### src/rtl/uart_param_receiver.sv
// uart_param_receiver: 8N1 UART byte receiver plus 4-byte parameter packet
// parser (header, r1, r2, xor checksum) driving registered odometry params.
module uart_param_receiver #(
    parameter int          CLKS_PER_BIT = 104,
    parameter logic [7:0]  HEADER       = 8'hA5,
    parameter logic [7:0]  RESET_PARAM  = 8'd127,
    parameter int          TIMEOUT_BITS = 20
) (
    input  logic       CLK,
    input  logic       rst_n,
    input  logic       uart_rx,
    output logic [7:0] param_r1,
    output logic [7:0] param_r2,
    output logic       params_valid,
    output logic [7:0] rx_byte,
    output logic       rx_byte_valid,
    output logic       frame_error,
    output logic       checksum_error
);

    localparam int CW = $clog2(CLKS_PER_BIT);
    localparam logic [CW-1:0] BIT_LAST  = CW'(CLKS_PER_BIT - 1);
    localparam logic [CW-1:0] HALF_LAST = CW'(CLKS_PER_BIT / 2 - 1);

    localparam int TO_LIMIT = TIMEOUT_BITS * CLKS_PER_BIT;
    localparam int TW       = $clog2(TO_LIMIT + 1);
    localparam logic [TW-1:0] TO_LAST = TW'(TO_LIMIT - 1);

    typedef enum logic [2:0] {
        S_IDLE,
        S_START,
        S_DATA,
        S_STOP,
        S_WAIT_HIGH
    } bstate_t;

    typedef enum logic [1:0] {
        P_HDR,
        P_R1,
        P_R2,
        P_CHK
    } pstate_t;

    logic          rx_meta_q;
    logic          rxs_q;
    logic          rxs_prev_q;

    bstate_t       bst_q;
    logic [CW-1:0] clk_cnt_q;
    logic [2:0]    bit_cnt_q;
    logic [7:0]    shift_q;
    logic [7:0]    rx_byte_q;
    logic          rx_byte_valid_q;
    logic          frame_error_q;

    pstate_t       pst_q;
    logic [7:0]    r1_tmp_q;
    logic [7:0]    r2_tmp_q;
    logic [TW-1:0] to_cnt_q;
    logic [7:0]    param_r1_q;
    logic [7:0]    param_r2_q;
    logic          params_valid_q;
    logic          checksum_error_q;

    logic [7:0]    chk_d;

    assign chk_d = HEADER ^ r1_tmp_q ^ r2_tmp_q;

    // Two-flop synchroniser for the async line, plus a delayed copy for edges.
    always_ff @(posedge CLK or negedge rst_n) begin
        if (!rst_n) begin
            rx_meta_q  <= 1'b1;
            rxs_q      <= 1'b1;
            rxs_prev_q <= 1'b1;
        end else begin
            rx_meta_q  <= uart_rx;
            rxs_q      <= rx_meta_q;
            rxs_prev_q <= rxs_q;
        end
    end

    // Byte FSM: mid-bit sampling of start, 8 data bits LSB first, and stop.
    always_ff @(posedge CLK or negedge rst_n) begin
        if (!rst_n) begin
            bst_q           <= S_IDLE;
            clk_cnt_q       <= '0;
            bit_cnt_q       <= '0;
            shift_q         <= '0;
            rx_byte_q       <= '0;
            rx_byte_valid_q <= 1'b0;
            frame_error_q   <= 1'b0;
        end else begin
            rx_byte_valid_q <= 1'b0;
            frame_error_q   <= 1'b0;
            unique case (bst_q)
                S_IDLE: begin
                    if (!rxs_q && rxs_prev_q) begin
                        bst_q     <= S_START;
                        clk_cnt_q <= '0;
                        bit_cnt_q <= '0;
                    end
                end
                S_START: begin
                    if (clk_cnt_q == HALF_LAST) begin
                        clk_cnt_q <= '0;
                        bst_q     <= rxs_q ? S_IDLE : S_DATA;
                    end else begin
                        clk_cnt_q <= clk_cnt_q + 1'b1;
                    end
                end
                S_DATA: begin
                    if (clk_cnt_q == BIT_LAST) begin
                        clk_cnt_q <= '0;
                        shift_q   <= {rxs_q, shift_q[7:1]};
                        if (bit_cnt_q == 3'd7) begin
                            bst_q <= S_STOP;
                        end else begin
                            bit_cnt_q <= bit_cnt_q + 1'b1;
                        end
                    end else begin
                        clk_cnt_q <= clk_cnt_q + 1'b1;
                    end
                end
                S_STOP: begin
                    if (clk_cnt_q == BIT_LAST) begin
                        clk_cnt_q <= '0;
                        bit_cnt_q <= '0;
                        if (rxs_q) begin
                            rx_byte_q       <= shift_q;
                            rx_byte_valid_q <= 1'b1;
                            bst_q           <= S_IDLE;
                        end else begin
                            frame_error_q <= 1'b1;
                            bst_q         <= S_WAIT_HIGH;
                        end
                    end else begin
                        clk_cnt_q <= clk_cnt_q + 1'b1;
                    end
                end
                S_WAIT_HIGH: begin
                    if (rxs_q) begin
                        bst_q <= S_IDLE;
                    end
                end
                default: begin
                    bst_q <= S_IDLE;
                end
            endcase
        end
    end

    // Packet FSM: header/r1/r2/checksum, aborted by frame errors or gaps.
    always_ff @(posedge CLK or negedge rst_n) begin
        if (!rst_n) begin
            pst_q            <= P_HDR;
            r1_tmp_q         <= '0;
            r2_tmp_q         <= '0;
            to_cnt_q         <= '0;
            param_r1_q       <= RESET_PARAM;
            param_r2_q       <= RESET_PARAM;
            params_valid_q   <= 1'b0;
            checksum_error_q <= 1'b0;
        end else begin
            params_valid_q   <= 1'b0;
            checksum_error_q <= 1'b0;
            if (rx_byte_valid_q) begin
                to_cnt_q <= '0;
                unique case (pst_q)
                    P_HDR: begin
                        if (rx_byte_q == HEADER) begin
                            pst_q <= P_R1;
                        end
                    end
                    P_R1: begin
                        r1_tmp_q <= rx_byte_q;
                        pst_q    <= P_R2;
                    end
                    P_R2: begin
                        r2_tmp_q <= rx_byte_q;
                        pst_q    <= P_CHK;
                    end
                    P_CHK: begin
                        if (rx_byte_q == chk_d) begin
                            param_r1_q     <= r1_tmp_q;
                            param_r2_q     <= r2_tmp_q;
                            params_valid_q <= 1'b1;
                        end else begin
                            checksum_error_q <= 1'b1;
                        end
                        pst_q <= P_HDR;
                    end
                    default: begin
                        pst_q <= P_HDR;
                    end
                endcase
            end else if (pst_q != P_HDR) begin
                if (frame_error_q || to_cnt_q == TO_LAST) begin
                    pst_q    <= P_HDR;
                    to_cnt_q <= '0;
                    r1_tmp_q <= '0;
                    r2_tmp_q <= '0;
                end else begin
                    to_cnt_q <= to_cnt_q + 1'b1;
                end
            end else begin
                to_cnt_q <= '0;
            end
        end
    end

    assign param_r1       = param_r1_q;
    assign param_r2       = param_r2_q;
    assign params_valid   = params_valid_q;
    assign rx_byte        = rx_byte_q;
    assign rx_byte_valid  = rx_byte_valid_q;
    assign frame_error    = frame_error_q;
    assign checksum_error = checksum_error_q;

endmodule

### config.mk
export PLATFORM = sky130hd
export DESIGN_NAME = uart_param_receiver
export DESIGN_NICKNAME = d
export VERILOG_FILES = /design/src/rtl/uart_param_receiver.sv
export SDC_FILE = /design/constraint.sdc
export NUM_CORES = 1
export LEC_CHECK = 0
export CAP_MARGIN = 20
export CORE_UTILIZATION = 40
export CTS_BUF_LIST = sky130_fd_sc_hd__clkbuf_4 sky130_fd_sc_hd__clkbuf_8
export CTS_CLUSTER_DIAMETER = 60
export DETAILED_ROUTE_END_ITERATION = 12
export GPL_TIMING_DRIVEN = 0
export SLEW_MARGIN = 5
export SYNTH_ARGS = -nofsm -noshare
export SYNTH_HDL_FRONTEND = slang
export SYNTH_SLANG_ARGS = --single-unit
### constraint.sdc
create_clock -name CLK -period 2.4 [get_ports CLK]
set_input_delay 0.48 -clock CLK [delete_from_list [all_inputs] [get_ports CLK]]
set_output_delay 0.48 -clock CLK [all_outputs]
set_load 0.01 [all_outputs]
==> out/qor.yml, run 1 <==
hold_buffers: 0
yosysWarnings: 0
ys_types: 44
area_delta_synth_final_pct: 18.6
syn_inst: 300
antenna_found_initial: 0
synth_top_cell_by_area: "dfrtp_1"
drt_first_iter_violations: 121
utilization: 0.492
skew_ps: 11.1
ios: 31
wl_um: 6790
place.gp.congestion: 0.758
p_total_mw: 2.56
status: "completed"
cts_tree: "yes"
yosys.area.top_type_share: 0.424
ant_nets: 0
multiInputGateArea_sq_um: 1720
vias_per_cell: 4.99
power.density_nw_per_um2: 563
vias: 2376
clock_sinks: 82
grt_pass1_vias: 2294
die_y_um: 99.9
grt_pass1_wl_um: 11700
drc_errors: 0
async_flop_share: 1.00
syn_area_sq_um: 3830
port_buffers: 30
first_pass_iters: 4
synth_top_cells_by_area: "dfrtp_1 42%, mux2_2 14%, dfstp_2 12%, ha_1 2.9%, nand2_1 2.5%"
grt.total_usage: 0.152
setup_viol: 0
cp_max_fo: 10
finalHoldViolations: 0
fp.dieW_um: 99.9
ys_ff_latch: 82
ir_drop_mv: 0.348
synth_nets: 312
antenna_cells: 0
end_kind: "flip-flop"
clock_path_buffers: 2
fin_crit_sh: 0.945
synth_edf_count: 0
cap_violations: 0
drv_slew: 0
period_minus_slack_ps: 2270
initial_utilization: 0.415
die_area_sq_um: 9980
fmax_mhz: 441
htreeDepth: 3
grt_setup_unrepaired: "no"
worstHoldPathType: "input pin to asynchronous set/reset pin"
layout-drive-gt1-share: 0.271
worstSetupPathType: "flip-flop to flip-flop"
cts_inserted_buffers: 9
path_clk_slew_ps: 80
clk-insertion-delay-late_ps: 350
relSlewSlack: 0.538
arrival_ps: 2560
wl_per_cell_um: 14.3
grt_start_max_net_pins: 48
p_leak_nw: 1.97
seq_area_frac_synth: 0.541
cp-start-kind: "flip-flop"
cts_root_buf: "clkbuf_8"
grt_overflow: 0
rows: 35
nNetsFinal: 354
seq_area_sq_um: 2070
core_sq_um: 9240
avgSynthCellArea_sq_um: 12.8
worstMarginPinSlew_ps: 688
required_ps: 2690
synth-main-ff-cell: "dfrtp_1"
fillers: 820
hpwl_um: 4820
[cells in the final DEF (no fill, tap or decap), types with 7 or more instances in the layout]
| master | n |
|---|---|
| o21ai_0 | 7 |
| clkbuf_8 | 11 |
| nand3_1 | 7 |
| nor3_1 | 7 |
| dfrtp_1 | 65 |
| o211ai_1 | 9 |
| mux2_2 | 49 |
| nand2_1 | 26 |
| clkdlybuf4s50_1 | 29 |
| dfstp_2 | 17 |
| nor2_1 | 19 |
| and2_1 | 9 |
| a21oi_1 | 7 |
| ha_1 | 9 |
[timing repair]
action,in CTS,in global routing
setup endpoints to repair,9,7
buffers inserted,0,0
gates resized for setup,0,2
endpoints found under the hold margin,0,0
pin swaps,1,0
[state kept, by name, summed over array words and instances, names as in the netlist]
register and flops:
params_valid 1, clk_cnt_q 7, param_r2 8, shift_q 8, to_cnt_q 12, r1_tmp_q 8
frame_error 1, rxs_q 1, rx_byte 8, param_r1 8, bit_cnt_q 3, pst_q 2
bst_q 3, rx_meta_q 1, r2_tmp_q 8, rx_byte_valid 1, rxs_prev_q 1, checksum_error 1
[worst max-delay path, stage by stage (launching register included)]
cell	delay, ps
dfrtp_1	460
xor3_2	460
nand4_4	130
nor4_4	540
buf_6	250
mux2_2	350
[cell families (layout without fill, tap and decap cells)]
family                     Yosys count  count (layout)  share of synthesized area
muxes                               51              51                      0.149
DFF                                 82              82                      0.541
buffers and inverters               13              60                     0.0147
AOI/OAI and AO/OA                   34              34                     0.0611
and+or+nand+nor                     93              93                      0.133
adders and majority gates            9               9                     0.0294
xor gates and xnor gates            18              18                     0.0715
[per-stage QoR]
step,hold slack [ps],TNS (ps),cell area [sq um],std cells,worst slack (ps)
2_1_floorplan,184,0,3830,300,340
3_3_place_gp,347,-154530,4290,459,-2090
3_5_place_dp,348,-59.2,4320,460,-13.2
4_1_cts,83.2,0,4530,476,97.2
5_1_grt,104,0,4550,476,2.02
6_report,79.8,0,4550,476,131
[routing by layer]
metal  global-route usage  vias up  share of wire
li1                     -     1164              -
met1                0.215     1159           0.49
met2                0.223       41           0.46
met3               0.0404       12          0.033
met4               0.0577        0          0.014
met5                    0        -              0
[where the power goes]
group          switching [mW]  internal (mW)
logic                  0.0595         0.0298
registers              0.0195           1.40
clock network           0.505          0.543
total                   0.584           1.97
[synthesized netlist by cell type, types with 5 or more instances]
| cell | instances |
|---|---|
| nor2_1 | 19 |
| nand2_1 | 26 |
| and2_1 | 9 |
| dfstp_2 | 17 |
| a21oi_1 | 7 |
| dfrtp_1 | 65 |
| o211ai_1 | 9 |
| clkbuf_1 | 6 |
| ha_1 | 9 |
| xnor2_1 | 5 |
| xor2_1 | 5 |
| nand3_1 | 7 |
| o21ai_0 | 7 |
| nor3_1 | 7 |
| inv_1 | 6 |
| mux2_2 | 49 |
[path summary, 6_finish.rpt]
check | from | end | slack, ps | cells past startpoint
hold reg to reg | rx_meta_q | rxs_q | 360 | 0
setup / recovery | rx_byte[7] | param_r1[5] | 130 | 5
max in group asynchronous | rst_n | rxs_prev_q | 1690 | 2
hold / removal | rst_n | r1_tmp_q[2] | 80 | 1
setup reg to reg | rx_byte[7] | param_r1[5] | 130 | 5
min in group CLK | rx_meta_q | rxs_q | 360 | 0
[layout make-up]
cell class,instances,share of cell area
Sequential cell,82,0.456
Multi-Input combinational cell,205,0.378
Timing Repair Buffer,31,0.0715
Clock buffer,11,0.0333
Inverter,6,0.00495
Buffer,7,0.00743
Tap cell,129,0.0355
Clock inverter,5,0.0135
Note: power is estimated with default switching activity, not from simulation.
==> inputs of run 2 (changes only) <==
--- a/config.mk
+++ b/config.mk
@@ -5,12 +5,17 @@
 export SDC_FILE = /design/constraint.sdc
 export NUM_CORES = 1
 export LEC_CHECK = 0
+export ABC_AREA = 1
 export CAP_MARGIN = 20
+export CELL_PAD_IN_SITES_DETAIL_PLACEMENT = 1
+export CELL_PAD_IN_SITES_GLOBAL_PLACEMENT = 1
 export CORE_UTILIZATION = 40
 export CTS_BUF_LIST = sky130_fd_sc_hd__clkbuf_4 sky130_fd_sc_hd__clkbuf_8
 export CTS_CLUSTER_DIAMETER = 60
 export DETAILED_ROUTE_END_ITERATION = 12
 export GPL_TIMING_DRIVEN = 0
+export PLACE_DENSITY_LB_ADDON = 0.1
+export REMOVE_ABC_BUFFERS = 1
 export SLEW_MARGIN = 5
 export SYNTH_ARGS = -nofsm -noshare
 export SYNTH_HDL_FRONTEND = slang
==> run 2 against run 1 <==
Compared with the run above:
- clock-buffer cell count unchanged
- global-route usage grew 5.0 points
- first-iteration DRC count is 2.5% lower
- register-to-register slack better by 60 ps
- critical endpoint is now r1_tmp_q[1]
- non-clock buffer count down 7
- highest routed layer unchanged
- largest power group unchanged
- power rose by 16%
- design area increased by 3.3%
==> out/qor.yml, run 2 <==
worstMarginPinSlew_ps: 630  # was 688 ps
grt.total_usage: 0.202  # was 0.152
relSlewSlack: 0.579  # was 0.538
hold_buffers: 0  # unchanged
slowest_stage: "nand3_1"  # was nor4_4
area_delta_synth_final_pct: 15.9  # was 18.6%
p_total_mw: 2.97  # was 2.56 mW
yosys.area.top_type_share: 0.401  # was 0.424
core_sq_um: 9770  # was 9240 sq um
yosysMostFrequentCell: "nand2_1"  # was dfrtp_1
clk-insertion-delay-late_ps: 360  # was 350 ps
nNetsFinal: 538  # was 354
wl_met2_um: 4580  # was 3130 um
syn_area_sq_um: 4050  # was 3830 sq um
final_common_cell: "nand2_1"  # was dfrtp_1
vias: 3331  # was 2,376
wl_per_cell_um: 14.2  # was 14.3 um
arrival_ps: 2450  # was 2560 ps
cts_root_buf: "clkbuf_8"  # unchanged
cap_violations: 0  # unchanged
async_flop_share: 1.00  # unchanged
synth_top_cells_by_area: "dfrtp_1 40%, nand2_1 16%, dfstp_2 11%, inv_1 5.5%, nand4_1 4.5%"  # was dfrtp_1 42%, mux2_2 14%, dfstp_2 12%, ha_1 2.9%, nand2_1 2.5%
crit_chain: "ha_1 > nand2_1 > nor2_1 > nand4_1 > nand3_1 > nand3_2 > nand2_1 > nand2_1"  # was xor3_2 > nand4_4 > nor4_4 > buf_6 > mux2_2
drc_errors: 0  # unchanged
crit_buf_inv: 0  # was 1
grt_start_max_net_pins: 46  # was 48
ir_drop_mv: 0.315  # was 0.348 mV
hpwl_um: 6620  # was 4820 um
ios: 31  # unchanged
cts_tree: "yes"  # unchanged
initial_utilization: 0.414  # was 0.415
layout_common_cells: "174 x nand2_1, 64 x dfrtp_1, 59 x inv_1, 33 x nor2_1"  # was 65 x dfrtp_1, 49 x mux2_2, 29 x clkdlybuf4s50_1, 26 x nand2_1, 19 x nor2_1
grt_overflow: 0  # unchanged
design_area_sq_um: 4700  # was 4550 sq um
cp_max_fo: 14  # was 10
synth_top_cell_by_area: "dfrtp_1"  # unchanged
setup_viol: 0  # unchanged
clock_sinks: 82  # unchanged
fin_hold_ws_ps: 90.6  # was 79.8 ps
htreeDepth: 3  # unchanged
grt_pass1_wl_um: 16400  # was 11,700 um
cpPeakStageDelay_ps: 480  # was 540 ps
ys_types: 33  # was 44
top_register: "to_cnt_q"  # unchanged
fp.dieW_um: 103  # was 99.9 um
cts_inserted_buffers: 9  # unchanged
grt_pass1_vias: 3535  # was 2,294
avgSynthCellArea_sq_um: 8.15  # was 12.8 sq um
yosysWarnings: 0  # unchanged
utilization: 0.481  # was 0.492
first_pass_iters: 4  # unchanged
place.gp.congestion: 0.771  # was 0.758
skew_ps: 11.9  # was 11.1 ps
cp-start-kind: "flip-flop"  # unchanged
wl_um: 9450  # was 6790 um
crit_family: "simple AND/OR/NAND/NOR gates"  # unchanged
power.density_nw_per_um2: 632  # was 563 nW/um^2
finalHoldViolations: 0  # unchanged
die_area_sq_um: 10500  # was 9980 sq um
rows: 36  # was 35
seq_area_frac_synth: 0.512  # was 0.541
synth-main-ff-cell: "dfrtp_1"  # unchanged
path_clk_slew_ps: 90  # was 80 ps
worstSetupPathType: "flip-flop to flip-flop"  # unchanged
status: "completed"  # unchanged
drt_first_iter_violations: 118  # was 121
clock_path_buffers: 2  # unchanged
drv_slew: 0  # unchanged
cpMostUsedCell: "nand2_1"
ys_ff_latch: 82  # unchanged
finalSetupTns_ps: 0  # unchanged
largest_register_ffs: 12  # unchanged
worstHoldPathType: "input pin to asynchronous set/reset pin"  # unchanged
netlist_top_cells_count: "174 x nand2_1, 65 x dfrtp_1, 59 x inv_1, 33 x nor2_1, 29 x nand4_1"  # was 65 x dfrtp_1, 49 x mux2_2, 26 x nand2_1, 19 x nor2_1, 17 x dfstp_2
cts_setup_buffers: 0  # unchanged
p_leak_nw: 2.27  # was 1.97 nW
wl_met1_um: 4490  # was 3340 um
die_y_um: 103  # was 99.9 um
ant_nets: 0  # unchanged
fillers: 1228  # was 820
synth_edf_count: 0  # unchanged
syn_inst: 497  # was 300
fmax_mhz: 453  # was 441 MHz
top_layer: "met4"  # unchanged
antenna_found_initial: 0  # unchanged
end_kind: "flip-flop"  # unchanged
grt_setup_unrepaired: "no"  # unchanged
wl_met3_um: 207  # was 222 um
required_ps: 2650  # was 2690 ps
placed_area_sq_um: 4470  # was 4320 sq um
vias_per_cell: 5.02  # was 4.99
antenna_cells: 0  # unchanged
layout-drive-gt1-share: 0.0998  # was 0.271
fin_crit_sh: 0.919  # was 0.945
period_minus_slack_ps: 2210  # was 2270 ps
port_buffers: 30  # unchanged
==> run 2: kinds of logic (layout without fill, tap and decap cells) <==
family / count (synthesis) / count (layout) / synth area share
simple gates: 288 / 288 / 0.323
flops: 82 / 82 / 0.512
buf+inv: 76 / 110 / 0.0757
compound gates: 33 / 33 / 0.0420
fa+ha+maj: 9 / 9 / 0.0278
xor+xnor: 9 / 9 / 0.0195
==> run 2: cell type report <==
class / count / area [sq um] / area share
Clock buffer: 11 / 139 / 0.0296
Clock inverter: 5 / 78.8 / 0.0168
Inverter: 63 / 236 / 0.0503
Multi-Input combinational cell: 339 / 1680 / 0.357
Sequential cell: 82 / 2070 / 0.442
Tap cell: 133 / 166 / 0.0354
Timing Repair Buffer: 31 / 325 / 0.0693
==> run 2: metal layers <==
metal  up-vias  track usage
met5         -            0
met2        42        0.347
met4         0       0.0868
met3        15       0.0312
li1       1634            -
met1      1640        0.253
==> run 2: worst paths after layout <==
path | slack (ps) | cells past startpoint | from | to
max in group asynchronous | 1640 | 2 | rst_n | rx_meta_q
worst max register to register | 190 | 8 | to_cnt_q[0] | r1_tmp_q[1]
worst max-delay path | 190 | 8 | to_cnt_q[0] | r1_tmp_q[1]
worst min-delay path | 90 | 1 | rst_n | params_valid
min in group CLK | 360 | 0 | rx_meta_q | rxs_q
worst min register to register | 360 | 0 | rx_meta_q | rxs_q
==> run 2: per-stage QoR <==
stage               worst slack (ps)  instances
floorplan                        732        484
global placement               -2150        647
detailed placement             -34.9        648
CTS                             64.3        664
global route                    5.94        664
finish                           194        664
==> run 2: what timing repair did <==
item,CTS,global route
resized for setup,1,1
hold endpoints to repair,0,0
endpoints found under the setup margin,7,8
==> run 2: where the power goes <==
part	switching, mW	internal, mW	leakage [nW]	total (mW)
sequential	0.0513	1.44	1.07	1.49
combinational	0.242	0.111	1.08	0.354
clock	0.513	0.609	0.114	1.12
==> run 2: worst reg2reg max path, cell delays in order, from the launching register on <==
cell and delay, ps:
dfrtp_1 370, ha_1 180, nand2_1 120, nor2_1 180, nand4_1 160, nand3_1 480
nand3_2 390, nand2_1 170, nand2_1 60
